### src/rtl/servo_pwm_pkg.sv
// Shared timing defaults and the pulse-width clamp for the servo PWM bank.
package servo_pwm_pkg;

    localparam int unsigned PERIOD_CYC = 540540;
    localparam int unsigned WIDTH_MIN  = 13514;
    localparam int unsigned WIDTH_MAX  = 67568;

    // Zero passes through untouched so that a write of 0 switches a channel off.
    function automatic logic [31:0] clamp_width(
        input logic [31:0] value,
        input logic [31:0] min_w,
        input logic [31:0] max_w
    );
        logic [31:0] res;
        res = value;
        if (value == 32'd0) begin
            res = 32'd0;
        end else if (value < min_w) begin
            res = min_w;
        end else if (value > max_w) begin
            res = max_w;
        end
        return res;
    endfunction

endpackage

### src/rtl/servo_pwm_channel.sv
// One PWM channel: shadow/active width registers, enable, slew and
// output compare.
module servo_pwm_channel #(
    parameter int unsigned CNT_W     = 20,
    parameter int unsigned WIDTH_MIN = 13514,
    parameter int unsigned SLEW_STEP = 0
) (
    input  logic             clk,
    input  logic             rst,
    input  logic             wr_en,
    input  logic [CNT_W-1:0] wr_width,
    input  logic             boundary,
    input  logic             en_in,
    input  logic [CNT_W-1:0] cnt_next,
    output logic             pwm
);

    logic [CNT_W-1:0] shadow;
    logic [CNT_W-1:0] active;
    logic [CNT_W-1:0] active_nxt;
    logic             en;
    logic             en_nxt;
    logic [CNT_W:0]   base;
    logic [CNT_W:0]   tgt;
    logic [CNT_W:0]   diff;
    logic [CNT_W:0]   step;

    always_comb begin
        active_nxt = active;
        en_nxt     = en;
        tgt        = {1'b0, shadow};
        step       = (CNT_W+1)'(SLEW_STEP);
        base       = {1'b0, active};
        diff       = '0;
        if (boundary) begin
            en_nxt = en_in;
            if (SLEW_STEP == 0 || shadow == '0) begin
                active_nxt = shadow;
            end else begin
                // A ramp out of the off state begins at the minimum legal width.
                if (active == '0) begin
                    base = (CNT_W+1)'(WIDTH_MIN);
                end
                if (tgt >= base) begin
                    diff       = tgt - base;
                    active_nxt = CNT_W'((diff > step) ? base + step : tgt);
                end else begin
                    diff       = base - tgt;
                    active_nxt = CNT_W'((diff > step) ? base - step : tgt);
                end
            end
        end
    end

    // The compare uses next-cycle values so the pulse starts alongside cnt==0.
    always_ff @(posedge clk) begin
        if (rst) begin
            shadow <= '0;
            active <= '0;
            en     <= 1'b0;
            pwm    <= 1'b0;
        end else begin
            if (wr_en) begin
                shadow <= wr_width;
            end
            active <= active_nxt;
            en     <= en_nxt;
            pwm    <= en_nxt && (cnt_next < active_nxt);
        end
    end

endmodule

### src/rtl/servo_pwm_bank.sv
// Multi-channel servo PWM bank: shared period counter, write port with
// clamping, frame strobe and one channel instance per output.
module servo_pwm_bank #(
    parameter int unsigned N_CH       = 4,
    parameter int unsigned CH_W       = 2,
    parameter int unsigned CNT_W      = 20,
    parameter int unsigned PERIOD_CYC = servo_pwm_pkg::PERIOD_CYC,
    parameter int unsigned WIDTH_MIN  = servo_pwm_pkg::WIDTH_MIN,
    parameter int unsigned WIDTH_MAX  = servo_pwm_pkg::WIDTH_MAX,
    parameter int unsigned SLEW_STEP  = 0
) (
    input  logic             clk,
    input  logic             rst,
    input  logic             wr_valid,
    output logic             wr_ready,
    input  logic [CH_W-1:0]  wr_ch,
    input  logic [CNT_W-1:0] wr_width,
    input  logic [N_CH-1:0]  ch_en,
    output logic [N_CH-1:0]  pwm_out,
    output logic             frame_start,
    output logic             clamp_pulse
);

    import servo_pwm_pkg::*;

    if (WIDTH_MAX >= PERIOD_CYC) begin : g_chk_max
        $error("WIDTH_MAX must be below PERIOD_CYC");
    end
    if (WIDTH_MIN > WIDTH_MAX) begin : g_chk_min
        $error("WIDTH_MIN must not exceed WIDTH_MAX");
    end
    if (CNT_W > 32 || 64'(PERIOD_CYC) >= (64'd1 << CNT_W)) begin : g_chk_cnt
        $error("PERIOD_CYC does not fit in CNT_W");
    end

    logic [CNT_W-1:0] cnt;
    logic [CNT_W-1:0] cnt_next;
    logic [CNT_W-1:0] clamped;
    logic             boundary;
    logic             ready_q;
    logic             accept;
    logic             ch_ok;

    assign boundary = (cnt == CNT_W'(PERIOD_CYC - 1));
    assign cnt_next = boundary ? '0 : cnt + CNT_W'(1);

    assign wr_ready = ready_q && !rst && !boundary;
    assign accept   = wr_valid && wr_ready;
    assign ch_ok    = (32'(wr_ch) < N_CH);
    assign clamped  = CNT_W'(clamp_width(32'(wr_width), WIDTH_MIN, WIDTH_MAX));

    assign frame_start = !rst && (cnt == '0);

    always_ff @(posedge clk) begin
        if (rst) begin
            cnt         <= '0;
            ready_q     <= 1'b0;
            clamp_pulse <= 1'b0;
        end else begin
            cnt         <= cnt_next;
            ready_q     <= 1'b1;
            clamp_pulse <= accept && ch_ok && (clamped != wr_width);
        end
    end

    for (genvar i = 0; i < N_CH; i++) begin : g_ch
        servo_pwm_channel #(
            .CNT_W     (CNT_W),
            .WIDTH_MIN (WIDTH_MIN),
            .SLEW_STEP (SLEW_STEP)
        ) u_ch (
            .clk      (clk),
            .rst      (rst),
            .wr_en    (accept && ch_ok && (wr_ch == CH_W'(i))),
            .wr_width (clamped),
            .boundary (boundary),
            .en_in    (ch_en[i]),
            .cnt_next (cnt_next),
            .pwm      (pwm_out[i])
        );
    end

endmodule

### config.mk
export PLATFORM = sky130hd
export DESIGN_NAME = servo_pwm_bank
export DESIGN_NICKNAME = d
export VERILOG_FILES = /design/src/rtl/servo_pwm_pkg.sv /design/src/rtl/servo_pwm_channel.sv /design/src/rtl/servo_pwm_bank.sv
export SDC_FILE = /design/constraint.sdc
export NUM_CORES = 1
export LEC_CHECK = 0
export CAP_MARGIN = 20
export CORE_ASPECT_RATIO = 0.8
export CORE_UTILIZATION = 55
export DETAILED_ROUTE_END_ITERATION = 7
export HOLD_SLACK_MARGIN = 0.02
export PLACE_DENSITY = 0.79
export SLEW_MARGIN = 20
export SYNTH_ARGS = -nofsm -noshare
export SYNTH_HDL_FRONTEND = slang
export SYNTH_SLANG_ARGS = --single-unit
### constraint.sdc
create_clock -name clk -period 3.6 [get_ports clk]
set_input_delay 0.72 -clock clk [delete_from_list [all_inputs] [get_ports clk]]
set_output_delay 0.72 -clock clk [all_outputs]
set_load 0.03 [all_outputs]
==> results of run 1 <==
[where the power goes]
| group | internal [mW] | switching, mW | total [mW] |
|---|---|---|---|
| sequential | 2.11 | 0.00935 | 2.12 |
| combinational | 0.100 | 0.143 | 0.243 |
| clock | 1.11 | 0.857 | 1.96 |
| total | 3.32 | 1.01 | 4.33 |
[state kept, by name, indices dropped and copies added, names as in the netlist]
signal	count
g_ch.u_ch.active	80
g_ch.u_ch.shadow	80
cnt	20
g_ch.u_ch.en	4
g_ch.u_ch.pwm	4
clamp_pulse	1
ready_q	1
[per-layer routing]
metal | GRT usage | share of wire | up-vias
li1 | - | - | 3582
met1 | 0.449 | 0.46 | 3571
met2 | 0.438 | 0.43 | 340
met3 | 0.0558 | 0.091 | 31
met4 | 0.0957 | 0.016 | 0
met5 | 0 | 0 | -
[placed cells by master (no fill, tap or decap), types with 18 or more instances in the layout]
| cell | synthesis | routed |
|---|---|---|
| clkdlybuf4s50_1 | 0 | 33 |
| nor2_1 | 131 | 131 |
| nor3_1 | 26 | 26 |
| ha_1 | 76 | 75 |
| o21ai_0 | 54 | 54 |
| a21oi_1 | 46 | 46 |
| a211oi_1 | 23 | 21 |
| nand3_1 | 37 | 37 |
| mux2i_1 | 76 | 74 |
| buf_4 | 5 | 43 |
| nand4_1 | 19 | 19 |
| nand2_1 | 97 | 96 |
| and2_1 | 25 | 24 |
| dfxtp_1 | 190 | 190 |
| clkbuf_16 | 0 | 18 |
[cell type report]
cell class / instances / area, um2 / area share
flip-flops and latches: 190 / 3800 / 0.370
inverters: 11 / 41.3 / 0.00402
clock buffers: 17 / 425 / 0.0414
clock inverters: 14 / 181 / 0.0177
repair buffers: 81 / 749 / 0.0729
multi-input cells: 724 / 4810 / 0.468
well taps: 210 / 263 / 0.0256
[worst max path at each step]
| stage | from | cells past startpoint | to | slack, ns |
|---|---|---|---|---|
| finish | cnt[17] | 13 | g_ch[1].u_ch.pwm | 0.10 |
| global placement | cnt[17] | 12 | g_ch[1].u_ch.pwm | 0.17 |
| CTS | cnt[17] | 7 | wr_ready | 0.01 |
| floorplan | cnt[1] | 15 | g_ch[1].u_ch.pwm | 0.05 |
| global route | cnt[1] | 15 | g_ch[1].u_ch.pwm | -0.007 |
| detailed placement | cnt[17] | 13 | g_ch[0].u_ch.pwm | 0.08 |
[stage by stage]
| stage | area (um2) | instances | setup TNS [ns] | hold slack [ns] | worst slack, ns |
|---|---|---|---|---|---|
| floorplan | 8790 | 972 | 0 | 0.424 | 0.0461 |
| global placement | 9560 | 1212 | 0 | 0.434 | 0.169 |
| detailed placement | 9560 | 1212 | 0 | 0.444 | 0.0785 |
| CTS | 10200 | 1244 | 0 | 0.459 | 0.0114 |
| global route | 10300 | 1247 | -0.0145 | 0.477 | -0.00734 |
| finish | 10300 | 1247 | 0 | 0.456 | 0.102 |
[Yosys cell counts (all sizes together) (3+ instances only)]
cell type	n	area [um2]
dfxtp	190	3800
nor2	131	492
nand2	97	364
ha	76	951
mux2i	76	761
o21ai	55	275
a21oi	46	230
nand3	37	185
clkbuf	27	101
nor3	26	130
and2	25	156
a211oi	23	173
buf	20	105
nand4	19	119
a21o	14	105
inv	10	37.5
or3	10	62.6
xor2	10	87.6
and3	9	56.3
xnor2	8	70.1
or4	7	52.6
and4	6	52.6
a2111oi	5	45.0
nor4	5	52.6
a31oi	4	25.0
a31o	3	26.3
o32ai	3	26.3
[worst register-to-register path, stage by stage (launching register included)]
cell	delay, ns
dfxtp_1	0.35
or4_4	0.56
nor4_4	0.27
buf_4	0.20
and2_4	0.16
buf_12	0.16
nor2_1	0.09
ha_1	0.31
and4_1	0.25
nand3_1	0.16
or3_1	0.43
nor2_1	0.15
a31oi_1	0.10
and4_1	0.21
[kinds of logic (layout without fill, tap and decap cells)]
kind of cell | after synthesis | count (layout) | share of synthesized area
flops | 190 | 190 | 0.433
mux | 76 | 76 | 0.0865
compound gates | 174 | 174 | 0.123
simple gates | 380 | 380 | 0.203
xor+xnor | 18 | 18 | 0.0179
fa+ha+maj | 76 | 76 | 0.108
buf+inv | 58 | 123 | 0.0282
[repair_timing]
item | 4_1_cts | 5_1_grt
hold buffers | 0 | 0
pin swaps | 1 | 2
buffers inserted | 1 | 2
setup endpoints to repair | 1 | 6
gates resized for setup | 3 | 14
cloned | 0 | 1
==> flow_summary.yaml, run 1 <==
die:
  start_util: 0.574
  coreArea_um2: 15300
  placementRows: 40
  fp.dieW_um: 143
  design.die.area_um2: 16500
  die_y_um: 115
  io_pins: 36
layout:
  fill_cells: 1249
  syn_to_final_growth_pct: 16.9
  antenna_cells: 0
  drive_gt1_frac: 0.0935
  fin_util: 0.671
  nets: 1130
worst_setup_path:
  cp_max_fo: 26
  end_kind: "flip-flop"
  crit_slowest_cell: "or4_4"
  timing.rr.end: "g_ch[1].u_ch.pwm"
  r2r_slack_ns: 0.10
  arrival_ns: 3.83
  worstPathRequired_ns: 3.93
  cp_cell_sequence: "or4_4, nor4_4, buf_4, and2_4, buf_12, nor2_1, ha_1, and4_1, nand3_1, or3_1, nor2_1, a31oi_1, and4_1"
  criticalPathCategory: "flip-flop to flip-flop"
  rr_startpoint: "cnt[17]"
  critPathMaxStageDelay_ns: 0.56
  cpLargestDelayFamily: "simple AND/OR/NAND/NOR gates"
  rr_worst_depth: 13
  path_buf_inv: 2
  start_kind: "flip-flop"
sta:
  fin_skew_ns: 0.00883
  fin_crit_ns: 3.50
  maxSlewViolCount: 0
  tightest_slew_ns: 0.938
  period_share: 0.972
  timing.slew.headroom: 0.372
  hold_viol: 0
  setup_viol: 0
  fmax_ghz: 0.286
cts:
  clk_latency_ns: 0.44
  clk_path_buf_depth: 2
  cts_buffers: 17
  cts.reportedPaths.clkPinSlew_ns: 0.07
  h-tree-depth: 4
  cts_tree: "yes"
  cts_root_buf: "clkbuf_16"
  cts.sinks: 190
yosys:
  syn_nets: 1077
  syn_area_per_cell_um2: 9.05
  synth_edf_count: 0
  dominantRegCellSynth: "dfxtp_1"
  async_reset_ff_frac: 0
  synth_seq_cells: 190
  syn_inst: 972
  synth_area_um2: 8790
  yosys_warnings: 0
  ys_types: 56
  synth_seq_area_share: 0.433
placed_design:
  globalplace.congestion: 0.936
  port-buffer-count: 35
  post-dp-hpwl_um: 17300
worst_hold_path:
  worstHoldPathCells: 2
  hp-start: "g_ch[2].u_ch.shadow[6]"
  worstHoldPathType: "flip-flop to flip-flop"
  hold_end: "g_ch[2].u_ch.shadow[6]"
global_routing:
  grt_antenna_before_repair: 0
  grt_max_degree: 55
  grt_usage: 0.302
  grt_pass1_vias: 6752
  grt.overflow.total: 0
  grt_pass1_wl_um: 37200
power_and_ir_drop:
  p_total_mw: 4.33
  peakVddDrop_mv: 0.362
  power.density_nw_per_um2: 421
  leakage_nw: 4.65
detailed_routing:
  ant_nets: 0
  via_count: 7524
  wire_per_inst_um: 19.3
  vias_per_cell: 6.03
  drc_errors: 0
  dr.pass1.iters: 5
  routed_wl_um: 24100
  initialDrtViolationCount: 851
run:
  drv_cap: 0
outcome:
  outcome: "complete, no violations"
Power figures use the tool's default switching activity.
==> inputs of run 2 (changes only) <==
CELL_PAD_IN_SITES_DETAIL_PLACEMENT = 0   (was default)
CELL_PAD_IN_SITES_GLOBAL_PLACEMENT = 1   (was default)
CORE_UTILIZATION = 43   (was 55)
PLACE_DENSITY = 0.8   (was 0.79)
==> flow_summary.yaml, run 2 (synthesis results as in run 1) <==
outcome:
  outcome: "complete, no violations"
die:
  die_y_um: 130
  fp.dieW_um: 162
  coreArea_um2: 19900
  start_util: 0.442
  io_pins: 36
  design.die.area_um2: 21000
  placementRows: 46
worst_setup_path:
  cpLargestDelayFamily: "compound AO/OA/AOI/OAI gates"
  crit_slowest_cell: "or4_4"
  endpoint: "g_ch[3].u_ch.pwm"
  cp_max_fo: 29
  rr_worst_depth: 12
  start_kind: "flip-flop"
  cp_cell_sequence: "or4_4, nor4_4, nand2_4, buf_12, mux2i_4, ha_1, a2111oi_2, o21ai_0, a31o_2, a21oi_2, o31ai_1, a311oi_1"
  end_kind: "flip-flop"
  arrival_ns: 3.80
  timing.rr.end: "g_ch[3].u_ch.pwm"
  critPathMaxStageDelay_ns: 0.57
  path_depth: 12
  path_buf_inv: 1
  startpoint: "cnt[17]"
  rr_startpoint: "cnt[17]"
  worstPathRequired_ns: 3.94
  r2r_slack_ns: 0.14
  criticalPathCategory: "flip-flop to flip-flop"
placed_design:
  port-buffer-count: 35
  dpl-instance-area_um2: 9720
  globalplace.congestion: 0.919
  place_ws_ns: 0.103
  post-dp-hpwl_um: 18400
detailed_routing:
  vias_per_cell: 5.53
  routed_wl_um: 24800
  wire_per_inst_um: 19.0
  dr.pass1.iters: 5
  via_count: 7232
  ant_nets: 0
  drc_errors: 0
  initialDrtViolationCount: 738
sta:
  fin_crit_ns: 3.46
  fin_skew_ns: 0.00871
  tightest_slew_ns: 0.698
  period_share: 0.961
  maxSlewViolCount: 0
  timing.slew.headroom: 0.533
  hold_ws_ns: 0.452
  setup_viol: 0
  rsz0062_at_grt: "no"
  setup_slack_ns: 0.141
  totalNegativeSetupSlack_ns: 0
  fmax_ghz: 0.289
  hold_viol: 0
global_routing:
  grt_usage: 0.246
  grt_antenna_before_repair: 0
  grt.overflow.total: 0
  grt_pass1_wl_um: 38900
  grt_max_degree: 111
  grt_pass1_vias: 6706
cts:
  cts_buffers: 17
  cts.sinks: 190
  h-tree-depth: 4
  clk_latency_ns: 0.44
  clk_path_buf_depth: 2
  cts_tree: "yes"
  cts_root_buf: "clkbuf_16"
  cts.reportedPaths.clkPinSlew_ns: 0.07
worst_hold_path:
  hp-start: "g_ch[0].u_ch.active[0]"
  worstHoldPathType: "flip-flop to flip-flop"
  worstHoldPathCells: 2
layout:
  layout_commonest_cell: "dfxtp_1"
  fill_cells: 1937
  drive_gt1_frac: 0.0940
  syn_to_final_growth_pct: 17.6
  multi_input_comb_area_um2: 4810
  nets: 1135
  seq_area_um2: 3800
  design_area_um2: 10300
  final_cell_mix: "dfxtp_1, nor2_1, nand2_1"
  reg_top3: "g_ch.u_ch.active: 80 flops, g_ch.u_ch.shadow: 80 flops, cnt: 20 flops"
power_and_ir_drop:
  p_sw_frac: 0.236
  power_frac_seq: 0.505
  p_sw_uw: 994
  power.density_nw_per_um2: 407
  clkPwrFrac: 0.436
  leakage_nw: 4.63
  peakVddDrop_mv: 0.275
  p_total_mw: 4.21
  combPwrFrac: 0.059
  power.internal_mw: 3.21
run:
  drv_cap: 0
run 2: power by group through the flow:
| stage | clock [mW] | combinational (mW) | sequential (mW) |
|---|---|---|---|
| floorplan | 0 | 0.127 | 2.17 |
| global placement | 0 | 0.242 | 2.17 |
| detailed placement | 0 | 0.243 | 2.17 |
| CTS | 1.87 | 0.244 | 2.12 |
| global route | 1.95 | 0.270 | 2.12 |
| finish | 1.84 | 0.247 | 2.12 |
run 2: layout make-up:
class	instances	share of cell area
inverter	11	0.00399
tap	264	0.0319
sequential	190	0.368
antenna	1	0.000242
clock buffer	21	0.0445
multi-input combinational	724	0.465
timing repair buffer	86	0.0766
clock inverter	10	0.0100
run 2: worst min path at each step:
stage	endpoint	slack, ns
after floorplan	g_ch[0].u_ch.shadow[10]	0.42
after global placement	g_ch[2].u_ch.shadow[18]	0.44
after detailed placement	g_ch[1].u_ch.shadow[19]	0.45
after CTS	g_ch[0].u_ch.active[0]	0.46
after global routing	g_ch[0].u_ch.active[0]	0.47
final	g_ch[0].u_ch.active[0]	0.45
run 2: stage by stage:
step | util | instances
floorplan | - | 972
global placement | 0.488 | 1273
detailed placement | 0.488 | 1273
CTS | 0.516 | 1304
global route | 0.519 | 1306
finish | 0.519 | 1307
run 2: repair_timing:
action                                  4_1_cts  5_1_grt
buffers inserted                              0        2
hold buffers                                  0        0
endpoints found under the setup margin        1        4
resized for setup                             1       11
pin swaps                                     0        2
run 2: worst min-delay path, delay by kind of cell (launching register included):
kind | cells | cell delay (ns)
flip-flops | 1 | 0.31
AO/OA/AOI/OAI | 1 | 0.05
AND/OR/NAND/NOR | 1 | 0.05
run 2: metal layers:
metal	global-route usage	share of wire
met2	0.349	0.41
met5	0	0
met1	0.382	0.53
met3	0.0350	0.054
met4	0.0649	0.011
==> inputs of run 3 (changes only) <==
SETUP_SLACK_MARGIN = 0.1   (was default)
==> flow_summary.yaml, run 3 (synthesis results as in run 1) <==
worst_setup_path:
  r2r_slack_ns: 0.24
  start_kind: "flip-flop"
  cp_cell_sequence: "or4_4, nor4_4, buf_4, nand2_8, clkbuf_16, mux2i_1, ha_1, a21o_1, a21o_1, a21oi_1, buf_4, nand2_1, a211o_1, a211oi_2"
  path_buf_inv: 3
  crit_slowest_cell: "or4_4"
  arrival_ns: 3.73
  cpLargestDelayFamily: "compound AO/OA/AOI/OAI gates"
  criticalPathCategory: "flip-flop to flip-flop"
  end_kind: "flip-flop"
  cp_max_fo: 6
  worstPathRequired_ns: 3.97
  critPathMaxStageDelay_ns: 0.57
detailed_routing:
  via_count: 7234
  drc_errors: 0
  dr.pass1.iters: 4
  initialDrtViolationCount: 623
  ant_nets: 0
  routed_wl_um: 25000
  wire_per_inst_um: 18.9
  vias_per_cell: 5.47
worst_hold_path:
  worstHoldPathType: "flip-flop to flip-flop"
run:
  drv_cap: 0
die:
  design.die.area_um2: 21000
  placementRows: 46
  die_y_um: 130
  fp.dieW_um: 162
  coreArea_um2: 19900
  start_util: 0.442
  io_pins: 36
cts:
  cts_buffers: 17
  cts_root_buf: "clkbuf_16"
  cts_tree: "yes"
  cts.sinks: 190
  hold_buffers: 0
  clk_latency_ns: 0.44
  cts.reportedPaths.clkPinSlew_ns: 0.07
  clk_path_buf_depth: 2
  h-tree-depth: 4
global_routing:
  grt_usage: 0.245
  grt.overflow.total: 0
  grt_antenna_before_repair: 0
  grt_pass1_wl_um: 38700
  grt_pass1_vias: 6802
  grt_max_degree: 75
sta:
  rsz0062_at_grt: "yes"
  fin_crit_ns: 3.36
  period_share: 0.933
  fmax_ghz: 0.298
  hold_viol: 0
  totalNegativeSetupSlack_ns: 0
  maxSlewViolCount: 0
  fin_skew_ns: 0.00624
  setup_viol: 0
  tightest_slew_ns: 0.819
  timing.slew.headroom: 0.453
layout:
  antenna_cells: 0
  fin_util: 0.530
  layout_commonest_cell: "dfxtp_1"
  reg_top3: "g_ch.u_ch.active: 80 flops, g_ch.u_ch.shadow: 80 flops, cnt: 20 flops"
  design_area_um2: 10600
  final_cell_mix: "dfxtp_1, nor2_1, nand2_1"
  syn_to_final_growth_pct: 20.2
  nets: 1151
  drive_gt1_frac: 0.117
power_and_ir_drop:
  power.density_nw_per_um2: 402
  leakage_nw: 4.74
  peakVddDrop_mv: 0.279
  p_total_mw: 4.25
placed_design:
  post-dp-hpwl_um: 18300
  dpl-instance-area_um2: 9780
  globalplace.congestion: 0.870
  port-buffer-count: 35
outcome:
  outcome: "complete, no violations"
-- run 3: cell types whose count changed in the layout (fill, tap and decap cells not counted), sizes merged --
cell	delta
buf	+13
clkbuf	+1
clkinv	-4
clkinvlp	+3
diode	-1
inv	+3
-- run 3: path summary, 6_finish.rpt --
check,from,end,cells past startpoint
hold reg to reg,g_ch[3].u_ch.active[0],g_ch[3].u_ch.active[0],2
hold / removal,g_ch[3].u_ch.active[0],g_ch[3].u_ch.active[0],2
setup / recovery,cnt[18],g_ch[2].u_ch.pwm,14
setup reg to reg,cnt[18],g_ch[2].u_ch.pwm,14
-- run 3: worst register-to-register path, delay by kind of cell, from the launching register on --
family / cells / cell delay, ns
adders and majority gates: 1 / 0.31
and+or+nand+nor: 4 / 0.90
AOI/OAI and AO/OA: 5 / 0.92
buffers and inverters: 3 / 0.55
muxes: 1 / 0.28
DFF: 1 / 0.33
-- run 3: final cells by class --
type / count / area (um2)
repair buffers: 102 / 938
inverters: 11 / 41.3
well taps: 264 / 330
multi-input cells: 724 / 4880
clock inverters: 12 / 129
clock buffers: 19 / 443
fillers: 1898 / 9350
flip-flops and latches: 190 / 3800
-- run 3: what timing repair did --
item,in CTS,in global routing
gates resized for setup,5,22
buffers inserted,3,0
pin swaps,4,6
endpoints found under the setup margin,6,5
gates cloned,0,3
-- run 3: stage by stage --
step	std cells	setup WS, ns	hold WS [ns]
6_report	1322	0.240	0.456
5_1_grt	1322	0.0693	0.477
4_1_cts	1319	0.112	0.456
3_5_place_dp	1285	-0.0175	0.446
3_3_place_gp	1285	-0.0126	0.437
2_1_floorplan	972	0.130	0.424
-- run 3: where the power goes --
group	total [mW]	internal, mW	switching, mW
clock network	1.87	0.991	0.877
registers	2.12	2.11	0.00859
logic	0.258	0.105	0.153
total	4.25	3.21	1.04
-- run 3: per-layer routing --
| layer | global-route usage | routed length (um) | vias up |
|---|---|---|---|
| met1 | 0.369 | 13000 | 3409 |
| met5 | 0 | 0 | - |
| met4 | 0.0572 | 294 | 0 |
| met2 | 0.342 | 10000 | 183 |
| li1 | - | - | 3620 |
| met3 | 0.0652 | 1640 | 22 |
